==> src/rtl/pad_seq_pkg.sv <==
// Shared types and constants for the pad step sequencer.
package pad_seq_pkg;

  localparam int unsigned NUM_STEPS = 16;
  localparam int unsigned STEP_W    = $clog2(NUM_STEPS);

  typedef enum logic [1:0] {
    StIdle   = 2'd0,
    StSample = 2'd1,
    StWait   = 2'd2
  } seq_state_e;

  // Loop advance: anything at or above the last index wraps to step 0, so a step
  // left stranded above a freshly lowered LEN recovers on the next advance.
  function automatic logic [STEP_W-1:0] next_step(input logic [STEP_W-1:0] step,
                                                  input logic [STEP_W-1:0] last);
    if (step >= last) begin
      return '0;
    end
    return step + STEP_W'(1);
  endfunction

endpackage

==> src/rtl/pad_step_sequencer_if.sv <==
// Control, mux-facing and note-output signals of the pad step sequencer.
interface pad_step_sequencer_if
  import pad_seq_pkg::*;
#(
  parameter int unsigned DIV_WIDTH = 16
) ();

  logic                 PLAY;
  logic                 CLR;
  logic [DIV_WIDTH-1:0] TEMPO;
  logic [STEP_W-1:0]    LEN;
  logic [3:0]           Din;
  logic                 S0;
  logic                 S1;
  logic                 S2;
  logic                 S3;
  logic [3:0]           NOTE;
  logic                 NOTE_VALID;
  logic [STEP_W-1:0]    STEP;

  // Controller / mux side.
  modport master (
    output PLAY, CLR, TEMPO, LEN, Din,
    input  S0, S1, S2, S3, NOTE, NOTE_VALID, STEP
  );

  // Sequencer side.
  modport slave (
    input  PLAY, CLR, TEMPO, LEN, Din,
    output S0, S1, S2, S3, NOTE, NOTE_VALID, STEP
  );

endinterface

==> src/rtl/step_prescaler.sv <==
// Loadable down-counter that times the WAIT phase between step samples.
module step_prescaler #(
  parameter int unsigned DIV_WIDTH = 16
) (
  input  logic                 clk_i,
  input  logic                 rst_ni,
  input  logic                 load_i,
  input  logic [DIV_WIDTH-1:0] load_val_i,
  input  logic                 en_i,
  output logic                 zero_o
);

  logic [DIV_WIDTH-1:0] cnt_q, cnt_d;

  // Load wins over decrement; the count saturates at zero.
  always_comb begin
    cnt_d = cnt_q;
    if (load_i) begin
      cnt_d = load_val_i;
    end else if (en_i && (cnt_q != '0)) begin
      cnt_d = cnt_q - DIV_WIDTH'(1);
    end
  end

  // Counter register with synchronous active-low reset.
  always_ff @(posedge clk_i) begin
    if (!rst_ni) begin
      cnt_q <= '0;
    end else begin
      cnt_q <= cnt_d;
    end
  end

  assign zero_o = (cnt_q == '0);

endmodule

==> src/rtl/pad_step_sequencer.sv <==
// Tempo-timed step sequencer driving the 16:1 pad mux select and capturing
// the returned pad value as NOTE with a one-cycle NOTE_VALID strobe.
module pad_step_sequencer
  import pad_seq_pkg::*;
#(
  parameter int unsigned DIV_WIDTH = 16
) (
  input  logic                 CLK,
  input  logic                 RST_n,
  pad_step_sequencer_if.slave  seq_bus
);

  seq_state_e           state_q, state_d;
  logic [STEP_W-1:0]    step_q, step_d;
  logic [3:0]           note_q, note_d;
  logic                 note_valid_q, note_valid_d;
  logic                 pre_load;
  logic [DIV_WIDTH-1:0] pre_load_val;
  logic                 pre_en;
  logic                 pre_zero;

  step_prescaler #(
    .DIV_WIDTH (DIV_WIDTH)
  ) u_prescaler (
    .clk_i      (CLK),
    .rst_ni     (RST_n),
    .load_i     (pre_load),
    .load_val_i (pre_load_val),
    .en_i       (pre_en),
    .zero_o     (pre_zero)
  );

  // Next-state, step advance, note capture and prescaler control.
  always_comb begin
    state_d      = state_q;
    step_d       = step_q;
    note_d       = note_q;
    note_valid_d = 1'b0;
    pre_load     = 1'b0;
    pre_load_val = seq_bus.TEMPO;
    pre_en       = 1'b0;

    if (seq_bus.CLR) begin
      // Clear overrides the FSM; NOTE is deliberately left untouched.
      step_d       = '0;
      pre_load     = 1'b1;
      pre_load_val = '0;
      state_d      = seq_bus.PLAY ? StSample : StIdle;
    end else begin
      unique case (state_q)
        StIdle: begin
          if (seq_bus.PLAY) begin
            state_d = StSample;
          end
        end
        StSample: begin
          // Select lines changed at least one edge ago, so Din has settled.
          note_d       = seq_bus.Din;
          note_valid_d = 1'b1;
          pre_load     = 1'b1;
          state_d      = StWait;
        end
        StWait: begin
          if (!seq_bus.PLAY) begin
            state_d = StIdle;
          end else if (!pre_zero) begin
            pre_en = 1'b1;
          end else begin
            step_d  = next_step(step_q, seq_bus.LEN);
            state_d = StSample;
          end
        end
        default: begin
          state_d = StIdle;
        end
      endcase
    end
  end

  // State, step and note registers with synchronous active-low reset.
  always_ff @(posedge CLK) begin
    if (!RST_n) begin
      state_q      <= StIdle;
      step_q       <= '0;
      note_q       <= '0;
      note_valid_q <= 1'b0;
    end else begin
      state_q      <= state_d;
      step_q       <= step_d;
      note_q       <= note_d;
      note_valid_q <= note_valid_d;
    end
  end

  assign seq_bus.S0         = step_q[0];
  assign seq_bus.S1         = step_q[1];
  assign seq_bus.S2         = step_q[2];
  assign seq_bus.S3         = step_q[3];
  assign seq_bus.STEP       = step_q;
  assign seq_bus.NOTE       = note_q;
  assign seq_bus.NOTE_VALID = note_valid_q;

endmodule

==> src/flat_wrapper.sv <==
// flat-port wrapper written by rule: the top's interface ports become plain ports
module pad_step_sequencer_flat import pad_seq_pkg::*;
#(
  parameter int unsigned DIV_WIDTH = 16
)
  (CLK, RST_n, seq_bus_PLAY, seq_bus_CLR, seq_bus_TEMPO, seq_bus_LEN, seq_bus_Din, seq_bus_S0, seq_bus_S1, seq_bus_S2, seq_bus_S3, seq_bus_NOTE, seq_bus_NOTE_VALID, seq_bus_STEP);
  pad_step_sequencer_if #(.DIV_WIDTH(DIV_WIDTH)) seq_bus_i ();
  input  logic CLK;
  input  logic RST_n;
  input wire logic [$bits(seq_bus_i.PLAY)-1:0] seq_bus_PLAY;
  input wire logic [$bits(seq_bus_i.CLR)-1:0] seq_bus_CLR;
  input wire logic [$bits(seq_bus_i.TEMPO)-1:0] seq_bus_TEMPO;
  input wire logic [$bits(seq_bus_i.LEN)-1:0] seq_bus_LEN;
  input wire logic [$bits(seq_bus_i.Din)-1:0] seq_bus_Din;
  output wire logic [$bits(seq_bus_i.S0)-1:0] seq_bus_S0;
  output wire logic [$bits(seq_bus_i.S1)-1:0] seq_bus_S1;
  output wire logic [$bits(seq_bus_i.S2)-1:0] seq_bus_S2;
  output wire logic [$bits(seq_bus_i.S3)-1:0] seq_bus_S3;
  output wire logic [$bits(seq_bus_i.NOTE)-1:0] seq_bus_NOTE;
  output wire logic [$bits(seq_bus_i.NOTE_VALID)-1:0] seq_bus_NOTE_VALID;
  output wire logic [$bits(seq_bus_i.STEP)-1:0] seq_bus_STEP;
  assign seq_bus_i.PLAY = seq_bus_PLAY;
  assign seq_bus_i.CLR = seq_bus_CLR;
  assign seq_bus_i.TEMPO = seq_bus_TEMPO;
  assign seq_bus_i.LEN = seq_bus_LEN;
  assign seq_bus_i.Din = seq_bus_Din;
  assign seq_bus_S0 = seq_bus_i.S0;
  assign seq_bus_S1 = seq_bus_i.S1;
  assign seq_bus_S2 = seq_bus_i.S2;
  assign seq_bus_S3 = seq_bus_i.S3;
  assign seq_bus_NOTE = seq_bus_i.NOTE;
  assign seq_bus_NOTE_VALID = seq_bus_i.NOTE_VALID;
  assign seq_bus_STEP = seq_bus_i.STEP;
  pad_step_sequencer #(.DIV_WIDTH(DIV_WIDTH)) u_core (.CLK(CLK), .RST_n(RST_n), .seq_bus(seq_bus_i));
endmodule
==> config.mk <==
export PLATFORM = sky130hd
export DESIGN_NAME = pad_step_sequencer_flat
export DESIGN_NICKNAME = d
export VERILOG_FILES = /design/src/rtl/pad_seq_pkg.sv /design/src/rtl/pad_step_sequencer_if.sv /design/src/rtl/step_prescaler.sv /design/src/rtl/pad_step_sequencer.sv /design/src/flat_wrapper.sv
export SDC_FILE = /design/constraint.sdc
export NUM_CORES = 1
export LEC_CHECK = 0
export CAP_MARGIN = 25
export CORE_MARGIN = 5
export CORE_UTILIZATION = 32
export CTS_BUF_LIST = sky130_fd_sc_hd__clkbuf_8
export DETAILED_ROUTE_END_ITERATION = 10
export PLACE_DENSITY_LB_ADDON = 0.1
export SKIP_CTS_REPAIR_TIMING = 1
export SLEW_MARGIN = 40
export SYNTH_ARGS = -nofsm -noshare
export SYNTH_HDL_FRONTEND = slang
export SYNTH_SLANG_ARGS = --single-unit
==> constraint.sdc <==
create_clock -name CLK -period 4.3 [get_ports CLK]
set_clock_uncertainty 0.1 [all_clocks]
set_input_delay 0.86 -clock CLK [delete_from_list [all_inputs] [get_ports CLK]]
set_output_delay 0.86 -clock CLK [all_outputs]
set_load 0.02 [all_outputs]
==> summary.md, run 1 <==
| Metric | Value |
|---|---|
| Internal power | `between 0.0004 and 0.0005 W` |
| Vias/cell | `5.25` |
| Initial Util | `32.7%` |
| Cell variety after synth | `50` |
| Share of cells above drive strength 1 | `8.33%` |
| Seq. cell area | `around 540 um^2` |
| Maximum number of pins on one net before global-route repair | `24` |
| Comb pwr share | `28.6%` |
| Synth-to-layout area growth | `30.7%` |
| Slew Limit Headroom | `between 40% and 50%` |
| Worst ir drop on vdd | `0.000113 V` |
| Area of the multi-input gates | `0.00103 mm^2` |
| Final Hold Slack | `0.386 ns` |
| Peak clock frequency supported by timing | `391 MHz` |
| Fin crit share | `roughly three fifths` |
| Core Box Area | `0.00504 mm^2` |
| Syn. warnings | `0` |
| Global Route Usage Sum | `14.7%` |
| Synth Instances | `between 200 and 250` |
| CP peak stage delay | `0.68 ns` |
| Die height | `81.7 um` |
| Final WL | `4570 um` |
| Flop and latch count out of synthesis | `27` |
| Pwr Density | `280 mW/mm^2` |
| CTS Buffer Depth | `2` |
| Critical path's slowest cell | `o21ai_0` |
| Syn nets | `238` |
| Switching pwr | `0.000191 W` |
| Diodes inserted | `0` |
| Post-synth EDFFs | `0` |
| # H-tree levels | `1` |
| Crit Path Category | `primary input to register` |
| Final worst slack | `1.74 ns` |
| Root Buffer | `clkbuf_8` |
| PortBufs | `40` |
| # nets final | `275` |
| Clock share of power | `25.3%` |
| RSZ-0062 raised after global routing | `no` |
| Number of global-route vias before repair | `between 1.5k and 2k` |
| DIE AREA | `0.00668 mm^2` |
| Fraction of registers with async set or reset after synthesis | `0%` |
| Post-DP HPWL | `3400 um` |
| Std cell rows | `26` |
| Critical path endpoint category | `register` |
| Worst-path maximum fanout | `6` |
| DR iter-0 viols | `89` |
| Layout Cells excl Fill | `310` |
| Register share of total power | `46.1%` |
| Gpl congestion | `between 0.8 and 0.9` |
| Setup WS pre-CTS | `1.45 ns` |
| Crit-path cells | `clkdlybuf4s50_1 > nand3b_1 > o21ai_0 > a21oi_1 > a311oi_1` |
| Post-synthesis sequential area ratio | `32.8%` |
| Leakage | `0.778 nW` |
| Slew @ Worst Pin | `0.762 ns` |
| CTS Buf Count | `3` |
| Die Width | `between 80 and 90 um` |
| Antenna violations before repair | `0` |
| Mapped Area | `0.00165 mm^2` |
| Mapped Avg Cell Area | `8.07 um^2` |
| Gr ovfl total | `0` |
| FILL cells | `between 500 and 600` |
| First-pass GRT wire length | `7710 um` |
| Critical path arrival | `2.65 ns` |
| Setup TNS | `0 ns` |
| CTS tree | `yes` |
| Status | `finished, final reports clean` |
| DRC violations left | `0` |
| CP required | `~4.4 ns` |
| Placed cells | `approximately 310` |
| Via Count | `1629` |
| DRT Pass-1 Iters | `4` |
| Final setup viols | `0` |
| Synth Flop Type | `dfxtp_1` |
| Switching share of power | `a little under a third` |
| Fin. Hold Viols | `0` |
| Tmin final | `2.56 ns` |
| Routed Antenna Nets | `0` |
| Clk sinks | `27` |
| Max Cap Viol | `0` |
| Clk slew on worst S/H paths | `roughly 0.1 ns` |
| Worst hold path class | `register to register` |
| Wire per inst | `14.7 um` |
| Type of origin of the critical path | `primary input` |
| I/O pin count | `just over 40` |
| Worst-skew pair later-pin latency | `roughly 0.28 ns` |
| Fin. max-slew vios | `0` |
-- area by class of cell --
class                   count  area share, %
inverters                   7           1.22
multi-input cells         159           47.8
well taps                  70           4.07
flip-flops and latches     27           25.1
clock buffers               3           1.92
repair buffers             43           19.7
clock inverters             1          0.233
-- state kept, by name, indices dropped and copies added (netlist names) --
signal and cells:
u_core.u_prescaler.cnt_q 16, u_core.seq_bus.NOTE 4, u_core.seq_bus.STEP 4, u_core.state_q 2, u_core.seq_bus.NOTE_VALID 1
-- per-stage QoR --
stage / power, W / instance area [um^2] / utilization (%)
finish: 0.000602 / 2150 / 42.7
global route: 0.000641 / 2150 / 42.7
CTS: 0.000610 / 2150 / 42.7
detailed placement: 0.000455 / 2110 / 41.8
global placement: 0.000459 / 2110 / 41.8
floorplan: 0.000395 / 1650 / -
-- Yosys cell counts (3+ instances only) --
cell type  count  area share, %
a211oi_1       3            1.4
a21oi_1       21            6.4
a22oi_1        3            1.4
a311oi_1       4            2.1
a32o_1         3            1.8
buf_4          4            1.8
clkbuf_1       7            1.6
dfxtp_1       27             33
ha_1           6            4.6
inv_1          7            1.6
nand2_1       18            4.1
nand2b_1       3            1.1
nand3_1        6            1.8
nor2_1        19            4.3
nor3_1        10            3.0
nor4_2         3            2.3
o21a_1         6            2.7
o21ai_0       11            3.3
-- final timing paths --
path	start	to	slack [ns]	cells past startpoint
worst min register to register	u_core.seq_bus.NOTE[2]	u_core.seq_bus.NOTE[2]	0.39	2
worst min-delay path	u_core.seq_bus.NOTE[2]	u_core.seq_bus.NOTE[2]	0.39	2
worst max-delay path	seq_bus_PLAY	u_core.u_prescaler.cnt_q[15]	1.74	5
worst max register to register	u_core.u_prescaler.cnt_q[0]	u_core.u_prescaler.cnt_q[15]	1.92	7
-- power by group through the flow --
stage	clock network [W]	logic, W	registers, W
after floorplan	0	0.000114	0.000281
after global placement	0	0.000175	0.000284
after detailed placement	0	0.000172	0.000283
after CTS	0.000159	0.000173	0.000277
after global routing	0.000169	0.000193	0.000280
final	0.000152	0.000172	0.000278
-- layout by cell type, fill, tap and decap left out, drive strengths merged, types with 3 or more instances in the layout --
cell           count
nor2              20
o21a               6
dfxtp             27
nor3              10
ha                 6
a211oi             3
o21ai             13
nor4               5
inv                7
a32o               3
a311oi             4
clkdlybuf4s50     40
buf                3
nand3              6
nand2b             3
a21oi             21
a22oi              3
nand2             18
clkbuf             3
-- logic make-up (layout without fill, tap and decap cells) --
| family | Yosys count | count (layout) | share of synthesized area, % |
|---|---|---|---|
| AO/OA/AOI/OAI | 70 | 70 | 28.8 |
| XOR/XNOR | 2 | 2 | 1.06 |
| adder cells (fa/ha/maj) | 6 | 6 | 4.56 |
| buffers and inverters | 18 | 54 | 5.02 |
| flip-flops | 27 | 27 | 32.8 |
| AND/OR/NAND/NOR | 81 | 81 | 27.7 |
-- worst max-delay path: cells and delay by family --
| kind | cells | cell delay (ns) |
|---|---|---|
| and+or+nand+nor | 1 | 0.21 |
| buffers and inverters | 1 | 0.50 |
| AOI/OAI and AO/OA | 3 | 1.07 |
-- routing by layer --
metal  up-vias  track usage, %  share of wire [%]
met1       749            20.5                 49
met2        39            22.8                 44
met4         0            5.48                1.4
met3         5            2.19                4.7
met5         -               0                  0
li1        836               -                  -
Note: power is estimated with default switching activity, not from simulation.
==> inputs of run 2 (changes only) <==
==> constraint.sdc (replaced) <==
create_clock -name CLK -period 2.6 [get_ports CLK]
set_clock_uncertainty 0.1 [all_clocks]
set_input_delay 0.52 -clock CLK [delete_from_list [all_inputs] [get_ports CLK]]
set_output_delay 0.52 -clock CLK [all_outputs]
set_load 0.02 [all_outputs]
==> summary.md, run 2 (synthesis results as in run 1) <==
| Metric | Value |
|---|---|
| Status | `finished, final reports clean (unchanged)` |
| Share of cells above drive strength 1 | `10.6% (was 8.33%)` |
| I/O pin count | `41 (unchanged)` |
| Worst-skew pair later-pin latency | `0.28 ns (about the same)` |
| Via Count | `1684 (was 1629)` |
| Commonest non-fill, non-tap cells in the layout | `40 x clkdlybuf4s50_1, 27 x dfxtp_1, 21 x a21oi_1, 19 x nor2_1, 18 x nand2_1 (unchanged)` |
| CTS Buffer Depth | `2 (unchanged)` |
| Crit path max-delay family | `simple AND/OR/NAND/NOR gates (was compound AO/OA/AOI/OAI gates)` |
| Slew Limit Headroom | `66.5% (was 48.7%)` |
| DRT Pass-1 Iters | `4 (unchanged)` |
| Final worst slack | `0.480 ns (was 1.74 ns)` |
| Final Hold Slack | `0.379 ns (was 0.386 ns)` |
| Diodes inserted | `0 (unchanged)` |
| Area of the multi-input gates | `0.00103 mm^2 (unchanged)` |
| Most flops, register | `u_core.u_prescaler.cnt_q (unchanged)` |
| Leakage | `0.806 nW (was 0.778 nW)` |
| First-pass GRT wire length | `7680 um (was 7710 um)` |
| Crit-path cells | `nor4_4 > and4_2 > nor2_2 > buf_4 > o2111a_1 > o31a_1 (was clkdlybuf4s50_1 > nand3b_1 > o21ai_0 > a21oi_1 > a311oi_1)` |
| Vias/cell | `5.33 (was 5.25)` |
| Setup WS pre-CTS | `0.231 ns (was 1.45 ns)` |
| DIE AREA | `0.00668 mm^2 (unchanged)` |
| Std cell rows | `26 (unchanged)` |
| Root Buffer | `clkbuf_8 (unchanged)` |
| Met3 WL | `270 um (was 215 um)` |
| Max reg flops | `16 (unchanged)` |
| Switching share of power | `31.8% (about the same)` |
| Routed Antenna Nets | `0 (unchanged)` |
| Type of origin of the critical path | `register (was primary input)` |
| Antenna violations before repair | `0 (unchanged)` |
| CP peak stage delay | `0.50 ns (was 0.68 ns)` |
| Comb pwr share | `29.7% (was 28.6%)` |
| CP Buf/Inv Count | `1 (unchanged)` |
| Crit Path Category | `register to register (was primary input to register)` |
| Pwr Density | `456 mW/mm^2 (was 280 mW/mm^2)` |
| Worst ir drop on vdd | `0.000254 V (was 0.000113 V)` |
| Placed cells | `312 (was 306)` |
| Clk slew on worst S/H paths | `0.10 ns (about the same)` |
| Synth-to-layout area growth | `34.3% (was 30.7%)` |
| DR iter-0 viols | `101 (was 89)` |
| CTS tree | `yes (unchanged)` |
| Slew @ Worst Pin | `0.499 ns (was 0.762 ns)` |
| PortBufs | `40 (unchanged)` |
| Fin. max-slew vios | `0 (unchanged)` |
| Core Box Area | `0.00504 mm^2 (unchanged)` |
| Final setup viols | `0 (unchanged)` |
| FILL cells | `507 (was 511)` |
| Max layer used | `met4 (unchanged)` |
| Clock share of power | `24.7% (was 25.3%)` |
| Final core utilization | `43.9% (was 42.7%)` |
| Register share of total power | `45.6% (was 46.1%)` |
| Initial Util | `32.7% (unchanged)` |
| CTS Buf Count | `3 (unchanged)` |
| Clk sinks | `27 (unchanged)` |
| Seq. cell area | `541 um^2 (unchanged)` |
| Met1 WL | `2210 um (was 2260 um)` |
| # H-tree levels | `1 (unchanged)` |
| Setup TNS | `0 ns (unchanged)` |
| Final WL | `4710 um (was 4570 um)` |
| CP required | `2.67 ns (was 4.40 ns)` |
| Most common cell after layout, fill and taps aside | `clkdlybuf4s50_1 (unchanged)` |
| Fin. Hold Viols | `0 (unchanged)` |
| DR WL met2 | `2200 um (was 2030 um)` |
| Internal power | `0.000688 W (was 0.000410 W)` |
| Switching pwr | `0.000321 W (was 0.000191 W)` |
| Gr ovfl total | `0 (unchanged)` |
| Critical path's slowest cell | `nor4_4 (was o21ai_0)` |
| DRC violations left | `0 (unchanged)` |
| Tmin final | `approximately 2.1 ns` |
| Critical path arrival | `2.19 ns (was 2.65 ns)` |
| Wire per inst | `14.9 um (was 14.7 um)` |
| Max Cap Viol | `0 (unchanged)` |
| RSZ-0062 raised after global routing | `no (unchanged)` |
| Maximum number of pins on one net before global-route repair | `24 (unchanged)` |
| Peak clock frequency supported by timing | `around 470 MHz` |
| Die height | `81.7 um (unchanged)` |
| Worst-path maximum fanout | `9 (was 6)` |
| Number of global-route vias before repair | `1631 (was 1545)` |
| # nets final | `281 (was 275)` |
| Die Width | `81.7 um (unchanged)` |
| Layout Cells excl Fill | `316 (was 310)` |
| Global Route Usage Sum | `14.7% (unchanged)` |
| Gpl congestion | `0.801 (was 0.808)` |
| Critical path endpoint category | `register (unchanged)` |
| Fin crit share | `81.5%` |
| Worst hold path class | `register to register (unchanged)` |
| Post-DP HPWL | `3560 um (was 3400 um)` |
-- run 2: changes by cell type in the layout (fill, tap and decap cells not counted), sizes merged --
cell | previous run | this run
buf | 3 | 9
clkinv | 1 | 0
clkinvlp | 0 | 1
-- run 2: worst register-to-register path: stages (launching register included) --
cell and delay (ns):
dfxtp_1 0.39, nor4_4 0.50, and4_2 0.34, nor2_2 0.04, buf_4 0.18, o2111a_1 0.24, o31a_1 0.22
-- run 2: area by class of cell --
type / instances / share of cell area (%)
flip-flops and latches: 27 / 24.4
well taps: 70 / 3.96
clock inverters: 1 / 0.339
clock buffers: 3 / 1.87
multi-input cells: 159 / 46.5
repair buffers: 49 / 21.7
inverters: 7 / 1.19
-- run 2: final timing paths --
path                            cells after the start                         from  slack (ns)                           end
worst max-delay path                                6  u_core.u_prescaler.cnt_q[2]        0.48  u_core.u_prescaler.cnt_q[10]
worst min-delay path                                2       u_core.seq_bus.NOTE[0]        0.38        u_core.seq_bus.NOTE[0]
worst max register to register                      6  u_core.u_prescaler.cnt_q[2]        0.48  u_core.u_prescaler.cnt_q[10]
worst min register to register                      2       u_core.seq_bus.NOTE[0]        0.38        u_core.seq_bus.NOTE[0]
-- run 2: power groups by stage --
stage	registers, W	clock network, W	logic (W)
finish	0.000460	0.000249	0.000300
global route	0.000463	0.000291	0.000329
CTS	0.000460	0.000261	0.000299
detailed placement	0.000469	0	0.000298
global placement	0.000469	0	0.000300
floorplan	0.000465	0	0.000188
-- run 2: per-layer routing --
| layer | up-vias | GRT usage, % |
|---|---|---|
| met5 | - | 0 |
| met4 | 0 | 2.49 |
| met3 | 4 | 3.95 |
| met2 | 45 | 25.3 |
| met1 | 782 | 18.5 |
| li1 | 853 | - |
-- run 2: per-stage QoR --
stage | area [um^2] | total power, W
final | 2210 | 0.00101
after detailed placement | 2160 | 0.000767
after global placement | 2160 | 0.000769
after global routing | 2210 | 0.00108
after floorplan | 1650 | 0.000654
after CTS | 2210 | 0.00102
==> inputs of run 3 (changes only) <==
==> constraint.sdc (replaced) <==
create_clock -name CLK -period 2 [get_ports CLK]
set_clock_uncertainty 0.1 [all_clocks]
set_input_delay 0.4 -clock CLK [delete_from_list [all_inputs] [get_ports CLK]]
set_output_delay 0.4 -clock CLK [all_outputs]
set_load 0.02 [all_outputs]
==> summary.md, run 3 (synthesis results as in run 1) <==
| Metric | Value |
|---|---|
| Status | `finished, final reports clean (unchanged)` |
| Max Cap Viol | `0 (unchanged)` |
| Wire per inst | `14.5 um (was 14.9 um)` |
| # H-tree levels | `1 (unchanged)` |
| CTS Buffer Depth | `2 (unchanged)` |
| Commonest non-fill, non-tap cells in the layout | `40 x clkdlybuf4s50_1, 36 x buf_4, 27 x dfxtp_1, 21 x a21oi_1, 19 x nor2_1 (was 40 x clkdlybuf4s50_1, 27 x dfxtp_1, 21 x a21oi_1, 19 x nor2_1, 18 x nand2_1)` |
| Vias/cell | `5.10 (was 5.33)` |
| Die Width | `81.7 um (unchanged)` |
| First-pass GRT wire length | `8090 um (was 7680 um)` |
| DR iter-0 viols | `94 (was 101)` |
| CP peak stage delay | `0.40 ns (was 0.50 ns)` |
| CP required | `2.07 ns (was 2.67 ns)` |
| Gpl congestion | `0.857 (was 0.801)` |
| CP Buf/Inv Count | `1 (unchanged)` |
| Global Route Usage Sum | `15.4% (was 14.7%)` |
| Final Hold Slack | `0.380 ns (was 0.379 ns)` |
| Final setup viols | `0 (unchanged)` |
| Setup WS pre-CTS | `-0.255 ns (was 0.231 ns)` |
| Slew @ Worst Pin | `0.460 ns (was 0.499 ns)` |
| CTS Buf Count | `3 (unchanged)` |
| Peak clock frequency supported by timing | `523 MHz (was 472 MHz)` |
| Post-DP HPWL | `3910 um (was 3560 um)` |
| Core Box Area | `0.00504 mm^2 (unchanged)` |
| Routed Antenna Nets | `0 (unchanged)` |
| Reg-to-Reg Start | `u_core.u_prescaler.cnt_q[8] (was u_core.u_prescaler.cnt_q[2])` |
| HP Start | `u_core.seq_bus.NOTE[3] (was u_core.seq_bus.NOTE[0])` |
| Critical path endpoint category | `register (unchanged)` |
| Most flops, register | `u_core.u_prescaler.cnt_q (unchanged)` |
| Final worst slack | `0.0890 ns (was 0.480 ns)` |
| CTS tree | `yes (unchanged)` |
| Std cell rows | `26 (unchanged)` |
| Met3 WL | `246 um (was 270 um)` |
| Pwr Density | `563 mW/mm^2 (was 456 mW/mm^2)` |
| Synth-to-layout area growth | `48.6% (was 34.3%)` |
| Final WL | `4980 um (was 4710 um)` |
| Clk sinks | `27 (unchanged)` |
| WHS Path Cells | `2 (unchanged)` |
| DRC violations left | `0 (unchanged)` |
| Fin. max-slew vios | `0 (unchanged)` |
| Gr ovfl total | `0 (unchanged)` |
| Slew Limit Headroom | `69.0% (was 66.5%)` |
| CP Launch Point | `u_core.u_prescaler.cnt_q[8] (was u_core.u_prescaler.cnt_q[2])` |
| Worst-path maximum fanout | `9 (unchanged)` |
| Maximum number of pins on one net before global-route repair | `15 (was 24)` |
| I/O pin count | `41 (unchanged)` |
| Tmin final | `1.91 ns (was 2.12 ns)` |
| DR WL met2 | `2290 um (was 2200 um)` |
| Type of origin of the critical path | `register (unchanged)` |
| Reg2reg end | `u_core.u_prescaler.cnt_q[10] (unchanged)` |
| Flop2flop setup slack | `0.09 ns (was 0.48 ns)` |
| Worst-skew pair later-pin latency | `0.27 ns (was 0.28 ns)` |
| Leakage | `0.961 nW (was 0.806 nW)` |
| Hold Path End | `u_core.seq_bus.NOTE[3] (was u_core.seq_bus.NOTE[0])` |
| Critical path's slowest cell | `nor4_2 (was nor4_4)` |
| Max layer used | `met4 (unchanged)` |
| # nets final | `309 (was 281)` |
| Fin crit share | `95.5% (was 81.5%)` |
| Fin. Hold Viols | `0 (unchanged)` |
| Crit-path cells | `nor4_2 > and4_2 > nor2_2 > buf_12 > o2111a_1 > o31a_1 (was nor4_4 > and4_2 > nor2_2 > buf_4 > o2111a_1 > o31a_1)` |
| DRT Pass-1 Iters | `4 (unchanged)` |
| Total Power | `0.00138 W (was 0.00101 W)` |
| Crit Path Category | `register to register (unchanged)` |
| Crit path max-delay family | `simple AND/OR/NAND/NOR gates (unchanged)` |
| Root Buffer | `clkbuf_8 (unchanged)` |
| Most common cell after layout, fill and taps aside | `clkdlybuf4s50_1 (unchanged)` |
| Max reg flops | `16 (unchanged)` |
| Number of global-route vias before repair | `1682 (was 1631)` |
| Reg2Reg Depth | `6 (unchanged)` |
| Critical path arrival | `1.98 ns (was 2.19 ns)` |
| Via Count | `1755 (was 1684)` |
| DIE AREA | `0.00668 mm^2 (unchanged)` |
| Clk slew on worst S/H paths | `0.10 ns (about the same)` |
| Die height | `81.7 um (unchanged)` |
| Initial Util | `32.7% (unchanged)` |
| Met1 WL | `2410 um (was 2210 um)` |
| Worst hold path class | `register to register (unchanged)` |
| Worst ir drop on vdd | `0.000347 V (was 0.000254 V)` |
| Share of cells above drive strength 1 | `20.4% (was 10.6%)` |
| PortBufs | `40 (unchanged)` |
| Diodes inserted | `0 (unchanged)` |
| Critical path depth in cells | `6 (unchanged)` |
| Antenna violations before repair | `0 (unchanged)` |
-- run 3: how the worst max path moves through the flow --
stage | to | slack [ns]
global route | u_core.u_prescaler.cnt_q[15] | -0.002
CTS | u_core.seq_bus.STEP[2] | 0.03
finish | u_core.u_prescaler.cnt_q[10] | 0.09
global placement | u_core.seq_bus.STEP[2] | -0.21
detailed placement | u_core.seq_bus.STEP[2] | -0.26
floorplan | u_core.u_prescaler.cnt_q[15] | 0.06
-- run 3: metrics by stage --
stage	cell area (um^2)	instances	utilization, %	TNS, ns
final	2450	344	48.5	0
after global routing	2450	344	48.5	-0.00243
after CTS	2420	344	48.0	0
after detailed placement	2370	340	47.1	-1.30
after global placement	2370	340	47.1	-1.39
after floorplan	1650	204	-	0
-- run 3: layout make-up --
cell class,instances,area [um^2]
Multi-Input combinational cell,159,1060
Clock buffer,3,41.3
Clock inverter,1,3.75
Sequential cell,27,541
Tap cell,70,87.6
Inverter,7,26.3
Fill cell,514,2600
Timing Repair Buffer,77,691
-- run 3: worst register-to-register path, stage by stage, from the launching register on --
cell	delay (ns)
dfxtp_1	0.34
nor4_2	0.40
and4_2	0.33
nor2_2	0.06
buf_12	0.13
o2111a_1	0.22
o31a_1	0.23
-- run 3: report_power, final --
part	switching, W	leakage (nW)	internal, W
registers	0.0000262	0.220	0.000563
clock network	0.000177	0.0269	0.000138
logic	0.000226	0.714	0.000248
total	0.000429	0.961	0.000949
-- run 3: layer usage --
layer  global-route usage (%)  up-vias
met1                     20.0      803
met5                        0        -
met3                     3.07        4
met4                     3.16        0
met2                     26.3       35
li1                         -      913
